==> src/rtl/cop0_pkg.sv <==
// Shared COP0 definitions: interrupt sequencer state encoding, COP0 register
// addresses, the default exception vector and the restart-PC selection helper.
package cop0_pkg;

    typedef enum logic [2:0] {
        ST_IDLE  = 3'd0,
        ST_WAIT  = 3'd1,
        ST_TAKE  = 3'd2,
        ST_ERET  = 3'd3,
        ST_FLUSH = 3'd4
    } seq_state_t;

    localparam logic [4:0] COP0_REG_COUNT   = 5'h9;
    localparam logic [4:0] COP0_REG_COMPARE = 5'hB;
    localparam logic [4:0] COP0_REG_STATUS  = 5'hC;
    localparam logic [4:0] COP0_REG_CAUSE   = 5'hD;
    localparam logic [4:0] COP0_REG_EPC     = 5'hE;

    localparam logic [31:0] DEFAULT_HANDLER_VECTOR = 32'hC000_0180;

    // A delay-slot instruction must restart at its branch, or the branch is lost.
    function automatic logic [31:0] select_restart_pc(
        input logic        in_branch_delay,
        input logic [31:0] branch_pc,
        input logic [31:0] instr_pc
    );
        return in_branch_delay ? branch_pc : instr_pc;
    endfunction

endpackage

==> src/rtl/interrupt_sequencer.sv <==
// CPU-side interrupt/ERET sequencer: waits for a safe execute-stage boundary,
// captures the restart PC, redirects fetch and squashes younger stages.
module interrupt_sequencer
    import cop0_pkg::*;
#(
    parameter logic [31:0] HANDLER_VECTOR = DEFAULT_HANDLER_VECTOR,
    parameter int unsigned FLUSH_CYCLES   = 2
) (
    input  logic        Clock,
    input  logic        Reset_n,
    input  logic        Enable,
    input  logic        InterruptRequest,
    input  logic        InstrValid,
    input  logic [31:0] InstrPC,
    input  logic        InBranchDelay,
    input  logic [31:0] BranchPC,
    input  logic        MemBusy,
    input  logic        EretDecoded,
    input  logic [31:0] EPC,
    output logic [31:0] InterruptedPC,
    output logic        InterruptHandled,
    output logic        Redirect,
    output logic [31:0] RedirectPC,
    output logic        Flush,
    output logic        EretDone
);

    localparam int unsigned           CNT_W      = $clog2(FLUSH_CYCLES + 1);
    localparam logic [CNT_W-1:0]      FLUSH_LOAD = CNT_W'(FLUSH_CYCLES - 1);
    localparam logic [CNT_W-1:0]      CNT_ONE    = CNT_W'(1);

    seq_state_t        state;
    logic [CNT_W-1:0]  flush_count;
    logic [31:0]       interrupted_pc_q;
    logic [31:0]       redirect_pc_q;
    logic              handled_q;
    logic              redirect_q;
    logic              eret_done_q;
    logic              flush_q;

    logic              safe;
    logic [31:0]       restart_pc;

    assign safe       = InstrValid & ~MemBusy;
    assign restart_pc = select_restart_pc(InBranchDelay, BranchPC, InstrPC);

    // All outputs are registered alongside the state they belong to; a stall
    // freezes everything, so a pending pulse survives until the pipeline moves.
    always_ff @(posedge Clock or negedge Reset_n) begin
        if (!Reset_n) begin
            state            <= ST_IDLE;
            flush_count      <= '0;
            interrupted_pc_q <= '0;
            redirect_pc_q    <= '0;
            handled_q        <= 1'b0;
            redirect_q       <= 1'b0;
            eret_done_q      <= 1'b0;
            flush_q          <= 1'b0;
        end else if (Enable) begin
            handled_q   <= 1'b0;
            redirect_q  <= 1'b0;
            eret_done_q <= 1'b0;
            case (state)
                ST_IDLE: begin
                    if (EretDecoded && safe) begin
                        state         <= ST_ERET;
                        redirect_pc_q <= EPC;
                        redirect_q    <= 1'b1;
                        eret_done_q   <= 1'b1;
                        flush_q       <= 1'b1;
                    end else if (InterruptRequest && safe) begin
                        state            <= ST_TAKE;
                        interrupted_pc_q <= restart_pc;
                        redirect_pc_q    <= HANDLER_VECTOR;
                        handled_q        <= 1'b1;
                        redirect_q       <= 1'b1;
                        flush_q          <= 1'b1;
                    end else if (InterruptRequest) begin
                        state <= ST_WAIT;
                    end
                end
                ST_WAIT: begin
                    if (!InterruptRequest) begin
                        state <= ST_IDLE;
                    end else if (safe) begin
                        state            <= ST_TAKE;
                        interrupted_pc_q <= restart_pc;
                        redirect_pc_q    <= HANDLER_VECTOR;
                        handled_q        <= 1'b1;
                        redirect_q       <= 1'b1;
                        flush_q          <= 1'b1;
                    end
                end
                ST_TAKE, ST_ERET: begin
                    if (FLUSH_LOAD == '0) begin
                        state   <= ST_IDLE;
                        flush_q <= 1'b0;
                    end else begin
                        state       <= ST_FLUSH;
                        flush_count <= FLUSH_LOAD;
                    end
                end
                ST_FLUSH: begin
                    // Counter stops at zero; the last flush cycle is the one seeing 1.
                    if (flush_count <= CNT_ONE) begin
                        state       <= ST_IDLE;
                        flush_count <= '0;
                        flush_q     <= 1'b0;
                    end else begin
                        flush_count <= flush_count - CNT_ONE;
                    end
                end
                default: begin
                    state       <= ST_IDLE;
                    flush_count <= '0;
                    flush_q     <= 1'b0;
                end
            endcase
        end
    end

    // Stalled cycles must not be seen downstream as a second pulse.
    assign InterruptHandled = handled_q & Enable;
    assign Redirect         = redirect_q & Enable;
    assign EretDone         = eret_done_q & Enable;
    assign Flush            = flush_q;
    assign InterruptedPC    = interrupted_pc_q;
    assign RedirectPC       = redirect_pc_q;

endmodule

==> config.mk <==
export PLATFORM = sky130hd
export DESIGN_NAME = interrupt_sequencer
export DESIGN_NICKNAME = d
export VERILOG_FILES = /design/src/rtl/cop0_pkg.sv /design/src/rtl/interrupt_sequencer.sv
export SDC_FILE = /design/constraint.sdc
export NUM_CORES = 1
export LEC_CHECK = 0
export ABC_AREA = 1
export CORE_AREA = 2 2 96 98
export CTS_BUF_LIST = sky130_fd_sc_hd__clkbuf_2 sky130_fd_sc_hd__clkbuf_4 sky130_fd_sc_hd__clkbuf_8
export DETAILED_ROUTE_END_ITERATION = 7
export DIE_AREA = 0 0 98 100
export PLACE_DENSITY = 0.77
export SYNTH_ARGS = -nofsm -noshare
export SYNTH_HDL_FRONTEND = slang
export SYNTH_SLANG_ARGS = --single-unit
==> constraint.sdc <==
create_clock -name Clock -period 1.8 [get_ports Clock]
set_clock_uncertainty 0.05 [all_clocks]
set_input_delay 0.27 -clock Clock [delete_from_list [all_inputs] [get_ports Clock]]
set_output_delay 0.27 -clock Clock [all_outputs]
set_load 0.005 [all_outputs]
==> results by stage <==
Status:
- The run finished with clean final reports.

Global routing:
- Global routing consumed, over all layers together, 19.8% of the routing resources.
- The global-route wire length before repair is approximately 16 mm.
- Entering global routing, the biggest net connects 40 pins.
- The via count of the first global-routing pass came to 3262.
- The total overflow left after global routing is 0.
- The initial antenna violation count is 0.

STA:
- Setup repair after global routing left no endpoint under its margin.
- The number of failing setup endpoints in the final timing report is 0.
- The number of hold violations in the final report was 0.
- The least setup slack across all paths after layout is 0.0437 ns.
- The final worst hold slack is 0.387 ns.
- After layout, the minimum clock period comes to roughly 1.8 ns.
- The number of pins exceeding their max-slew limit in the final report is 0.
- The post-route fraction of the period consumed by the critical path is 97.6%.
- Timing would allow up to 569 MHz.
- The transition time at the pin with the least slew margin is about 0.52 ns.
- The worst max-slew margin expressed relative to the limit is ~65%.

Synthesis:
- After technology mapping, the gate count stands at ~420.
- A synthesized cell averages 8.65 um^2.
- The number of register bits inferred by synthesis is 73.
- The number of synthesis warnings is 0.
- Summing the areas of all xor and xnor instances in the mapped netlist gives 0% of the synthesized area.
- By area the synthesized netlist is led by sky130_fd_sc_hd__dfrtp_1 (50%), sky130_fd_sc_hd__nand2_1 (13%), sky130_fd_sc_hd__mux2i_1 (8.8%), sky130_fd_sc_hd__nand3_1 (5.4%), sky130_fd_sc_hd__nor2_1 (4.4%).
- After synthesis, the largest family of logic cells by area is simple AND/OR/NAND/NOR gates.
- The synthesized netlist contains 21 unique library cells.
- The share of the synthesized area in the top cell type is between 50 and 60%.
- Sequential elements use approximately half of the synthesized area.
- The synthesized design spends more area on one cell type than any other, namely sky130_fd_sc_hd__dfrtp_1.
- Of the post-synthesis cell area, the part taken by muxes is 8.84%.
- Of the total synthesized cell area, the portion taken by AND, OR, NAND and NOR gates is 25.6%.
- After Yosys synthesis, full adders, half adders and majority gates account for 0% of the synthesized area.
- The compound-cell area share of the yosys netlist is 6.70%.
- The netlist area before placement is between 3000 and 4000 um^2.
- The net count of the mapped netlist is 523.

Clocking:
- The number of levels in the clock H-tree is 3.
- At the later pin of the worst-skew pair, clock insertion delay measures 0.33 ns.
- The root cell of the clock tree is sky130_fd_sc_hd__clkbuf_8.
- The total clock sinks is 73.
- No sink is reached through more buffers than the 2 on the longest clock path.
- Clock tree synthesis inserted a total of 9 buffers.
- After clock tree synthesis, the clock-pin slew on the worst setup and hold paths is ~0.080 ns.
- TritonCTS built the clock tree.

Worst setup path:
- By startpoint and endpoint, the worst setup path is classified as in2out.
- By instance count, the cell type seen most on the critical path is sky130_fd_sc_hd__clkdlybuf4s50_1.
- The type of element capturing the critical path is a primary output.
- Among all stages on the critical path, the largest delay is contributed by sky130_fd_sc_hd__clkdlybuf4s50_1.
- The arrival time of data at the critical path endpoint is 1.44 ns.
- Along the worst path, the maximum fanout reaches 4.
- The largest single stage delay on the critical path is 0.48 ns.
- STA puts the critical path data required time at 1.48 ns.
- The worst setup path is launched from an input pin.
- Traced cell by cell, the critical path runs through clkdlybuf4s50_1 > buf_6 > nand2_1 > inv_1 > clkdlybuf4s50_1.

Floorplan:
- For this configuration, the core starts out at a cell density of about two fifths.
- The core region is 8890 um^2.
- The die is ~100 um tall.
- The horizontal extent of the die is 98 um.
- Row generation in the floorplan step produced 35 rows.
- Pin placement for this block handled 172 I/O pins.
- The die area is 9800 um^2.

Route:
- The final wirelength is ~9.7 mm.
- The detailed-routing iteration count for the pre-antenna-repair pass is 4.
- The DRC violation count after routing is 0.
- The number of nets still failing antenna checks after routing is 0.
- In the final routed layout, each cell accounts on average for ~13 um.
- Dividing the detail-routed via count by the number of cells gives between 4 and 5.
- The first-iteration detailed-routing DRC count is 106.
- The detailed router placed 3350 vias in this run.

Layout:
- The total area of multi-input combinational cells is 1490 um^2.
- The filler cells instantiated in the layout total 733.
- In the final layout, the share of cells above drive strength 1 is 10.9%.
- The sequential cell area is 1830 um^2.
- The finished cells cover between 5000 and 6000 um^2.
- At the end of the flow, the number of nets in the layout was ~710.
- The antenna diode count is 0.
- The area growth from synthesis to layout is 59.9%.

Power:
- VDD sags by at most approximately 660 uV.
- The clock network fraction of design power is 22.0%.
- The combinational power share is 39.5%.
- The total power divided by cell area is 1120 nW/um^2.
- Sequential cells account for 38.5% of the total power.
- The switching power as a share of total power is a little under a third.
- The switching component of the power is just under 2 mW.
- The cell internal power dissipation is 4.54 mW.
- The leakage component of the power is 2.93 nW.

Flow run:
- Across the run, the number of max-cap violations was 0.

Placement:
- Before CTS, the worst setup slack after placement is -0.0536 ns.
- The count of buffers added on input and output ports is 171.
- The estimated wirelength of the detail-placed design is 7.22 mm.
- After detailed placement, the total cell area comes to approximately 5500 um^2.
- Routability-driven placement finished with a final weighted congestion of 0.809.

Worst hold path:
- The class of the tightest hold or removal check is in2async.
## what timing repair did
action                     4_1_cts  5_1_grt
setup endpoints to repair        3        2
gates resized for setup          2        1
buffers inserted                 3        2
cloned                           0        0
hold endpoints to repair        37        0
hold buffers                     1        0
## metal layers
metal / up-vias / GRT usage [%] / wire length, um
met5: - / 0 / 0
met4: 0 / 9.94 / 329
met3: 25 / 2.92 / 379
met2: 102 / 34.0 / 5000
met1: 1534 / 24.4 / 3970
li1: 1689 / - / -
## through the flow
| step | utilization (%) | total power, mW | std cells | TNS, ns |
|---|---|---|---|---|
| floorplan | - | 3.53 | 419 | 0 |
| global placement | 62.1 | 5.05 | 696 | -0.117 |
| detailed placement | 62.1 | 5.13 | 696 | -0.198 |
| CTS | 65.0 | 6.59 | 716 | 0 |
| global route | 65.2 | 6.92 | 718 | 0 |
| finish | 65.2 | 6.51 | 718 | 0 |
## critical path: cells and delay by family
kind                   cells  cell delay (ns)
buffers and inverters      4             1.12
and+or+nand+nor            1             0.05
## final timing paths
check | from | endpoint | slack, ns | cells past startpoint
min reg2reg | RedirectPC[6] | RedirectPC[6] | 0.42 | 2
min | Reset_n | RedirectPC[5] | 0.39 | 2
max | Enable | InterruptHandled | 0.04 | 5
min in group Clock | RedirectPC[6] | RedirectPC[6] | 0.42 | 2
max in group asynchronous | Reset_n | InterruptedPC[7] | 0.76 | 3
max reg2reg | state[1] | RedirectPC[7] | 0.31 | 9
## synth_stat cells
cell type / n
sky130_fd_sc_hd__nand3_4: 1
sky130_fd_sc_hd__nand2_4: 3
sky130_fd_sc_hd__o21ai_2: 13
sky130_fd_sc_hd__mux2i_1: 32
sky130_fd_sc_hd__a31oi_1: 1
sky130_fd_sc_hd__nand3b_1: 2
sky130_fd_sc_hd__clkbuf_1: 2
sky130_fd_sc_hd__buf_2: 10
sky130_fd_sc_hd__buf_6: 8
sky130_fd_sc_hd__o21ai_0: 4
sky130_fd_sc_hd__inv_2: 3
sky130_fd_sc_hd__nand2_2: 4
sky130_fd_sc_hd__dfrtp_1: 73
sky130_fd_sc_hd__o21a_1: 1
sky130_fd_sc_hd__buf_4: 2
sky130_fd_sc_hd__nand2_1: 123
sky130_fd_sc_hd__inv_1: 35
sky130_fd_sc_hd__nor2_1: 42
sky130_fd_sc_hd__nand3_1: 39
sky130_fd_sc_hd__o21ai_1: 19
sky130_fd_sc_hd__nor2_4: 2
## cell usage in the layout (no fill, tap or decap), drive strengths merged
cell type,instances
dfrtp,73
dlygate4sd2,1
clkdlybuf4s50,167
o21a,1
buf,24
inv,38
clkbuf,12
nand3b,2
nand3,40
a31oi,1
bufinv,2
mux2i,32
nor2,44
dlygate4sd3,1
nand2,130
clkinv,2
dlymetal6s2s,1
o21ai,36
## flip-flops by register name, indices dropped and copies added (netlist names)
| name | cells |
|---|---|
| flush_count | 2 |
| state | 3 |
| eret_done_q | 1 |
| RedirectPC | 32 |
| InterruptedPC | 32 |
| handled_q | 1 |
| redirect_q | 1 |
| Flush | 1 |
## kinds of logic (layout without fill, tap and decap cells)
group                  after synthesis  in the layout
AOI/OAI and AO/OA                   38             38
buffers and inverters               60            248
DFF                                 73             73
muxes                               32             32
and+or+nand+nor                    216            216
## final cells by class
type                    count  share of cell area (%)
well taps                 111                    2.40
repair buffers            194                    34.0
inverters                  38                    2.46
flip-flops and latches     73                    31.5
clock buffers              12                    2.53
clock inverters             4                    1.34
multi-input cells         286                    25.7
## power groups by stage
| stage | sequential (mW) | clock (mW) | combinational, mW |
|---|---|---|---|
| after floorplan | 2.56 | 0 | 0.964 |
| after global placement | 2.51 | 0 | 2.54 |
| after detailed placement | 2.54 | 0 | 2.59 |
| after CTS | 2.51 | 1.47 | 2.61 |
| after global routing | 2.58 | 1.54 | 2.80 |
| final | 2.51 | 1.43 | 2.57 |
Note: power is estimated with default switching activity, not from simulation.
